## src/rtl/tdm_pkg.sv

```systemverilog
// Shared constants and types for the TDM 1-to-4 demultiplexer.
package tdm_pkg;

  localparam int unsigned NUM_SLOTS = 4;
  localparam int unsigned SLOT_W    = 2;

  localparam logic [SLOT_W-1:0] SLOT_FIRST = SLOT_W'(0);
  localparam logic [SLOT_W-1:0] SLOT_LAST  = SLOT_W'(NUM_SLOTS - 1);

  typedef enum logic {
    HUNT   = 1'b0,
    LOCKED = 1'b1
  } state_e;

  // Modulo-NUM_SLOTS increment; NUM_SLOTS is a power of two so the add wraps.
  function automatic logic [SLOT_W-1:0] slot_inc(input logic [SLOT_W-1:0] s);
    return SLOT_W'(s + SLOT_W'(1));
  endfunction

endpackage

```

## src/rtl/tdm_frame_aligner.sv

```systemverilog
// Hunt/lock alignment FSM: tracks the expected slot, flags alignment errors and
// tells the datapath which shadow register to load and when a frame completes.
module tdm_frame_aligner
  import tdm_pkg::*;
(
  input  logic              clk,
  input  logic              rst_n,
  input  logic              i_valid,
  input  logic              i_sync,
  output logic [SLOT_W-1:0] o_slot,
  output logic              o_locked,
  output logic              o_sync_err,
  output logic              o_cap_c,
  output logic [SLOT_W-1:0] o_cap_idx_c,
  output logic              o_frame_done_c
);

  state_e            r_state;
  state_e            w_state_nxt;
  logic [SLOT_W-1:0] r_slot;
  logic [SLOT_W-1:0] w_slot_nxt;
  logic              r_sync_err;
  logic              w_sync_err_nxt;
  logic              r_locked;

  // State and status registers.
  always_ff @(posedge clk or negedge rst_n) begin
    if (!rst_n) begin
      r_state    <= HUNT;
      r_slot     <= SLOT_FIRST;
      r_sync_err <= 1'b0;
      r_locked   <= 1'b0;
    end else begin
      r_state    <= w_state_nxt;
      r_slot     <= w_slot_nxt;
      r_sync_err <= w_sync_err_nxt;
      r_locked   <= (w_state_nxt == LOCKED);
    end
  end

  // Next-state, slot tracking and datapath strobes.
  always_comb begin
    w_state_nxt    = r_state;
    w_slot_nxt     = r_slot;
    w_sync_err_nxt = 1'b0;
    o_cap_c        = 1'b0;
    o_cap_idx_c    = r_slot;
    o_frame_done_c = 1'b0;

    if (i_valid) begin
      unique case (r_state)
        HUNT: begin
          if (i_sync) begin
            o_cap_c     = 1'b1;
            o_cap_idx_c = SLOT_FIRST;
            w_slot_nxt  = slot_inc(SLOT_FIRST);
            w_state_nxt = LOCKED;
          end
        end
        LOCKED: begin
          if (i_sync) begin
            // Early sync restarts the frame at this beat.
            w_sync_err_nxt = (r_slot != SLOT_FIRST);
            o_cap_c        = 1'b1;
            o_cap_idx_c    = SLOT_FIRST;
            w_slot_nxt     = slot_inc(SLOT_FIRST);
          end else if (r_slot == SLOT_FIRST) begin
            w_sync_err_nxt = 1'b1;
            w_slot_nxt     = SLOT_FIRST;
            w_state_nxt    = HUNT;
          end else begin
            o_cap_c        = 1'b1;
            o_cap_idx_c    = r_slot;
            w_slot_nxt     = slot_inc(r_slot);
            o_frame_done_c = (r_slot == SLOT_LAST);
          end
        end
        default: begin
          w_state_nxt = HUNT;
          w_slot_nxt  = SLOT_FIRST;
        end
      endcase
    end
  end

  assign o_slot     = r_slot;
  assign o_locked   = r_locked;
  assign o_sync_err = r_sync_err;

endmodule

```

## src/rtl/tdm_demux_1to4.sv

```systemverilog
// TDM 1-to-4 demultiplexer: collects four aligned slots in shadow registers and
// publishes them together on the four channel outputs once a frame completes.
module tdm_demux_1to4
  import tdm_pkg::*;
#(
  parameter int unsigned WIDTH = 1
) (
  input  logic              clk,
  input  logic              rst_n,
  input  logic              in_valid,
  input  logic              in_sync,
  input  logic [WIDTH-1:0]  in_data,
  output logic [WIDTH-1:0]  out0,
  output logic [WIDTH-1:0]  out1,
  output logic [WIDTH-1:0]  out2,
  output logic [WIDTH-1:0]  out3,
  output logic              frame_valid,
  output logic [SLOT_W-1:0] slot,
  output logic              locked,
  output logic              sync_err
);

  logic              w_cap_c;
  logic [SLOT_W-1:0] w_cap_idx_c;
  logic              w_frame_done_c;

  logic [WIDTH-1:0]  r_shadow0;
  logic [WIDTH-1:0]  r_shadow1;
  logic [WIDTH-1:0]  r_shadow2;
  logic [WIDTH-1:0]  r_out0;
  logic [WIDTH-1:0]  r_out1;
  logic [WIDTH-1:0]  r_out2;
  logic [WIDTH-1:0]  r_out3;
  logic              r_frame_valid;

  tdm_frame_aligner u_aligner (
    .clk            (clk),
    .rst_n          (rst_n),
    .i_valid        (in_valid),
    .i_sync         (in_sync),
    .o_slot         (slot),
    .o_locked       (locked),
    .o_sync_err     (sync_err),
    .o_cap_c        (w_cap_c),
    .o_cap_idx_c    (w_cap_idx_c),
    .o_frame_done_c (w_frame_done_c)
  );

  // Shadow capture of slots 0..2; slot 3 goes straight to the output stage.
  always_ff @(posedge clk or negedge rst_n) begin
    if (!rst_n) begin
      r_shadow0 <= '0;
      r_shadow1 <= '0;
      r_shadow2 <= '0;
    end else if (w_cap_c) begin
      unique case (w_cap_idx_c)
        SLOT_W'(0): r_shadow0 <= in_data;
        SLOT_W'(1): r_shadow1 <= in_data;
        SLOT_W'(2): r_shadow2 <= in_data;
        default:    ;
      endcase
    end
  end

  // Whole-frame output update; channels never change partially.
  always_ff @(posedge clk or negedge rst_n) begin
    if (!rst_n) begin
      r_out0        <= '0;
      r_out1        <= '0;
      r_out2        <= '0;
      r_out3        <= '0;
      r_frame_valid <= 1'b0;
    end else begin
      r_frame_valid <= w_frame_done_c;
      if (w_frame_done_c) begin
        r_out0 <= r_shadow0;
        r_out1 <= r_shadow1;
        r_out2 <= r_shadow2;
        r_out3 <= in_data;
      end
    end
  end

  assign out0        = r_out0;
  assign out1        = r_out1;
  assign out2        = r_out2;
  assign out3        = r_out3;
  assign frame_valid = r_frame_valid;

endmodule

```

## config.mk

```make
export PLATFORM = sky130hd
export DESIGN_NAME = tdm_demux_1to4
export DESIGN_NICKNAME = d
export VERILOG_FILES = /design/src/rtl/tdm_pkg.sv /design/src/rtl/tdm_frame_aligner.sv /design/src/rtl/tdm_demux_1to4.sv
export SDC_FILE = /design/constraint.sdc
export NUM_CORES = 1
export LEC_CHECK = 0
export ABC_AREA = 1
export CORE_MARGIN = 2
export CORE_UTILIZATION = 41
export DETAILED_ROUTE_END_ITERATION = 10
export PLACE_DENSITY_LB_ADDON = 0.12
export SYNTH_ARGS = -nofsm -noshare
export SYNTH_HDL_FRONTEND = slang
export SYNTH_SLANG_ARGS = --single-unit
```

## constraint.sdc

```tcl
create_clock -name clk -period 1.1 [get_ports clk]
set_input_delay 0.275 -clock clk [delete_from_list [all_inputs] [get_ports clk]]
set_output_delay 0.275 -clock clk [all_outputs]
set_load 0.05 [all_outputs]
```

* Word level (Yosys, flattened, before mapping)
Index checks and enable logic that the tools add are counted.
** Storage, ports and cells
- Bits in registers :: 12
- Input bits :: 5
- Output and inout port bits :: 9
- Word-level logic and storage cells :: 43
** Cells by class
- Add/sub/neg operators :: 1
- Equality and inequality tests :: 4
- Multiplexer cells :: 19
- Bitwise gates (word level) :: 1
- Reductions and logical operators :: 7
** Operators by type and width (number)
- 2-to-1 mux 1 bit :: 12
- 2-to-1 mux 2 bit :: 5
- AND reduction 2 bit :: 4
- equality test 2 bit (second input constant) :: 2
- logical NOT 2 bit :: 2
- one-hot mux 2 bit (2 select lines) :: 1
- adder 2 x 1 -> 2 bit (second input constant) :: 1
- equality test 2 x 1 -> 1 bit (second input constant) :: 1
- inequality test 2 bit (second input constant) :: 1
- one-hot mux 1 bit (2 select lines) :: 1
- nonzero test 2 bit :: 1
- NOT 1 bit :: 1

* Longest topological paths before layout
- Word-level depth :: 6
- Mapped depth :: 8
- Gate-level depth less buffers :: 8

* Modules after synthesis
From an unflattened synthesis, not the netlist that was laid out.
** Second synthesis, totals
- Cells, all modules :: 70
- Area, all modules :: 575.6 µm²
** By module, submodules not included
- tdm_demux_1to4 :: times used 1, cells an instance 35, area each 317.8 µm², sequential area each 200.2 µm²
- tdm_frame_aligner :: times used 1, cells an instance 35, area each 257.7 µm², sequential area each 100.1 µm²

* Worst setup path before layout
No wires, ideal clock.
- Path type :: reg-to-reg
- From :: reg u_aligner.r_slot[0], in the netlist u_aligner.o_slot[0]
- To :: reg r_shadow1
- Library setup time :: 65 ps
- Data arrival time :: 1607 ps
- Data required time :: 1035 ps
- Slack :: -572 ps
- Stages on the path, launching flop included :: 9
- Path buffers :: 0
- Period minus slack after synthesis :: 1672 ps
- Path through :: dfrtp_1 inv_1 ha_1 ha_1 nand2_1 inv_1 a21oi_2 nand3_1 nand2_1
** Between the ends
- Word-level cells in the longest chain between the ends :: 6
- Elaborated cells on any way between the ends :: 9
- Those cells by class :: eq/ne: 1; mux: 6; reduce/logical: 2
** Ends and longest elaborated chain
- from (decl) :: RTL line tdm_frame_aligner.sv:20 : logic [SLOT_W-1:0] r_slot;
- from (signal assigned) :: RTL line tdm_frame_aligner.sv:35 : r_slot <= w_slot_nxt;
- logical NOT 2 bit :: RTL line tdm_frame_aligner.sv:67 : end else if (r_slot == SLOT_FIRST) begin
- 2-to-1 mux 1 bit :: RTL line tdm_frame_aligner.sv:67
- 2-to-1 mux 1 bit :: RTL line tdm_frame_aligner.sv:61 : if (i_sync) begin
- one-hot mux 1 bit (2 select lines) :: RTL line tdm_frame_aligner.sv:51 : unique case (r_state)
- 2-to-1 mux 1 bit :: RTL line tdm_frame_aligner.sv:50 : if (i_valid) begin
- AND reduction 2 bit (no line) (*)
- to (signal assigned) :: RTL line tdm_demux_1to4.sv:58 : SLOT_W'(1): r_shadow1 <= in_data;
- to (decl) :: RTL line tdm_demux_1to4.sv:28 : logic [WIDTH-1:0] r_shadow1;
Every way passes the cells marked *; elsewhere a longest branch is shown, timed or not.
A chain may end at the register's enable or synchronous reset.

* Worst setup path in the final report
- From :: reg u_aligner.r_slot[0], in the netlist u_aligner.o_slot[0]
- To :: reg r_shadow0
** Between the ends
- Word-level cells in the longest chain between the ends :: 6
- Elaborated cells on any way between the ends :: 9
- Those cells by class :: mux: 6; reduce/logical: 3
** Ends and longest elaborated chain
- logical NOT 2 bit :: RTL line tdm_frame_aligner.sv:67
- 2-to-1 mux 1 bit :: RTL line tdm_frame_aligner.sv:67
- 2-to-1 mux 1 bit :: RTL line tdm_frame_aligner.sv:61
- one-hot mux 1 bit (2 select lines) :: RTL line tdm_frame_aligner.sv:51
- 2-to-1 mux 1 bit :: RTL line tdm_frame_aligner.sv:50
- AND reduction 2 bit (no line) (*)
- to (signal assigned) :: RTL line tdm_demux_1to4.sv:57 : SLOT_W'(0): r_shadow0 <= in_data;
- to (decl) :: RTL line tdm_demux_1to4.sv:27 : logic [WIDTH-1:0] r_shadow0;
Marked as above.

==> impl_metrics.yaml <==
status:
  status: "finished with violations"
  violations: "negative setup slack"
global_routing:
  grt_max_degree: 13
  grt_pass1_wl_mm: 2.52
  grt_use_total: 0.195
  overflow: 0
  antenna_found_initial: 0
  grt_pass1_vias: 578
logic_synthesis:
  ys_seq_area_frac: 0.519
  yosysMostFrequentCell: "nand2_1"
  synth_edf_count: 0
  syn_avg_cell_area_um2: 9.18
  synth_ff_type: "dfrtp_1"
  synth_top_area_share: 0.519
  syn-num-nets: 72
  yosys_register_bits: 12
  synth_area_leaders: "dfrtp_1 52%, nand2_1 10%, ha_1 8.7%"
  synth_area_um2: 578
  yosysUniqueCellTypes: 15
  yosys.area.top_type: "dfrtp_1"
  synthCells: 63
  synth_top_cells_by_count: "16 x nand2_1, 12 x dfrtp_1, 9 x inv_1"
  async_reset_ff_frac: 1.00
  yosysWarnings: 0
setup_path:
  worstSetupEndpointType: "register"
  start_kind: "register"
  cp_top_family: "flip-flops"
  path_class: "register to register"
  crit_slowest_cell: "dfrtp_2"
  cpMostUsedCell: "ha_4"
  critPathMaxFanout: 4
  path_buf_inv: 2
  cp.arrival_ns: 1.55
  critPathRequiredTime_ns: 1.33
  slowest_delay_ns: 0.41
  crit_chain: "inv_2 -> ha_4 -> ha_4 -> nand2_4 -> inv_4 -> a21oi_4 -> nand3_1 -> nand2_1"
power_and_ir_drop:
  ir_drop_uv: 1390
  power_density_mw_per_mm2: 2260
  finalPower_mw: 2.47
  power_leakage_nw: 0.550
place:
  hpwl_mm: 1.03
  placedCellCount: 103
  place.port_buffers: 13
  place_congestion: 0.822
clock_tree:
  cts_tree: "done"
  cts_made_buffers: 3
  clk_pin_slew_worst_paths_ns: 0.08
  root_buffer: "clkbuf_4"
  cts_sinks: 12
  clockBufferDepth: 2
  htreeDepth: 1
  ctsHoldBuffers: 0
  clock_latency_ns: 0.28
layout:
  drive_gt1_frac: 0.526
  final_cells: 112
  fill_cells: 69
  nNetsFinal: 107
  antenna_cells: 0
  area_growth_pct: 89.2
  final_core_util: 0.840
route:
  drt-wirelength-per-cell_um: 14.9
  drtIter0Drc: 22
  vias: 580
  dr.pass1.iters: 4
  via_per_inst: 5.18
  route.detailed.drc: 0
  routed_wl_mm: 1.66
  drt.antenna.violating_nets: 0
sta:
  fin_crit_ns: 1.33
  setup_viol: 18
  finalHoldViolCount: 0
  relSlewSlack: 0.810
  clock_skew_ns: 0.00223
  holdWs_ns: 0.294
  tightest_slew_ns: 0.282
  slew_viol_final: 0
  worst_slack_ns: -0.229
  fin_crit_sh: 1.21
  max_freq_mhz: 752
  grt_setup_unrepaired: "true"
  fin_tns_setup_ns: -1.50
floorplanning:
  core_mm2: 0.00130
  die_y_um: 41.6
  die-area_mm2: 0.00173
  die_w_um: 41.6
  ios: 14
  rows: 13
  initial_core_util: 0.444
flow_run:
  cap_violations: 0
hold_path:
  holdCritPathClass: "input port to async pin"
-- worst reg2reg max path, stage by stage (launching register included) --
cell     delay (ns)
dfrtp_2        0.41
inv_2          0.07
ha_4           0.16
ha_4           0.16
nand2_4        0.09
inv_4          0.04
a21oi_4        0.14
nand3_1        0.12
nand2_1        0.08
-- cells in the final DEF, fill, tap and decap left out, drive strengths merged --
cell / Yosys / final
clkinv: 1 / 1
o21bai: 2 / 2
dfrtp: 12 / 12
dlygate4sd2: 0 / 2
a21oi: 1 / 1
nand3: 8 / 8
o21ai: 5 / 5
buf: 0 / 26
inv: 10 / 10
o211ai: 1 / 1
nor2: 1 / 1
nand2: 18 / 18
clkbuf: 0 / 4
ha: 4 / 4
clkdlybuf4s50: 0 / 2
-- cell families after synthesis --
kind of cell | Yosys count | synth area share
adders and majority gates | 4 | 0.0866
and+or+nand+nor | 27 | 0.223
DFF | 12 | 0.519
buffers and inverters | 11 | 0.0736
AOI/OAI and AO/OA | 9 | 0.0974
-- per-layer routing --
| metal | GRT usage | share of wire | vias up |
|---|---|---|---|
| met5 | 0 | 0 | - |
| met4 | 0.129 | 0.027 | 0 |
| met3 | 0.0522 | 0.063 | 8 |
| met2 | 0.331 | 0.51 | 31 |
| met1 | 0.210 | 0.39 | 275 |
| li1 | - | - | 266 |
-- registers in the layout, summed over array words and instances (netlist names) --
register / count
out3: 1
r_shadow1: 1
out1: 1
out0: 1
u_aligner.o_slot: 2
r_shadow2: 1
r_shadow0: 1
out2: 1
u_aligner.r_state: 1
frame_valid: 1
u_aligner.o_sync_err: 1
-- cell type report --
class,count,area (um^2),area share
multi-input combinational,40,319,0.292
inverter,11,47.5,0.0435
tap,15,18.8,0.0172
sequential,12,304,0.278
timing repair buffer,30,368,0.336
clock buffer,4,36.3,0.0332
-- worst paths after layout --
path,startpoint,to,slack (ns),cells after the start
worst max register to register,u_aligner.o_slot[0],r_shadow0,-0.23,8
max in group asynchronous,rst_n,u_aligner.o_slot[1],0.64,2
worst min-delay path,rst_n,frame_valid,0.29,2
min in group clk,r_shadow0,out0,0.48,2
worst max-delay path,u_aligner.o_slot[0],r_shadow0,-0.23,8
worst min register to register,r_shadow0,out0,0.48,2
-- power by group --
group,internal (mW),switching [mW],total (mW)
Combinational,0.689,0.710,1.40
Sequential,0.589,0.119,0.708
Clock,0.202,0.161,0.363
-- timing repair --
action | in CTS | in global routing
resized for setup | 15 | 6
setup endpoints to repair | 20 | 19
pin swaps | 4 | 4
setup buffers | 4 | 2
-- through the flow --
step	setup WS (ns)	cell area [um^2]
finish	-0.229	1090
global route	-0.291	1090
CTS	-0.160	1050
detailed placement	-0.428	946
global placement	-0.376	946
floorplan	-0.271	617
(Power assumes the default switching activity.)
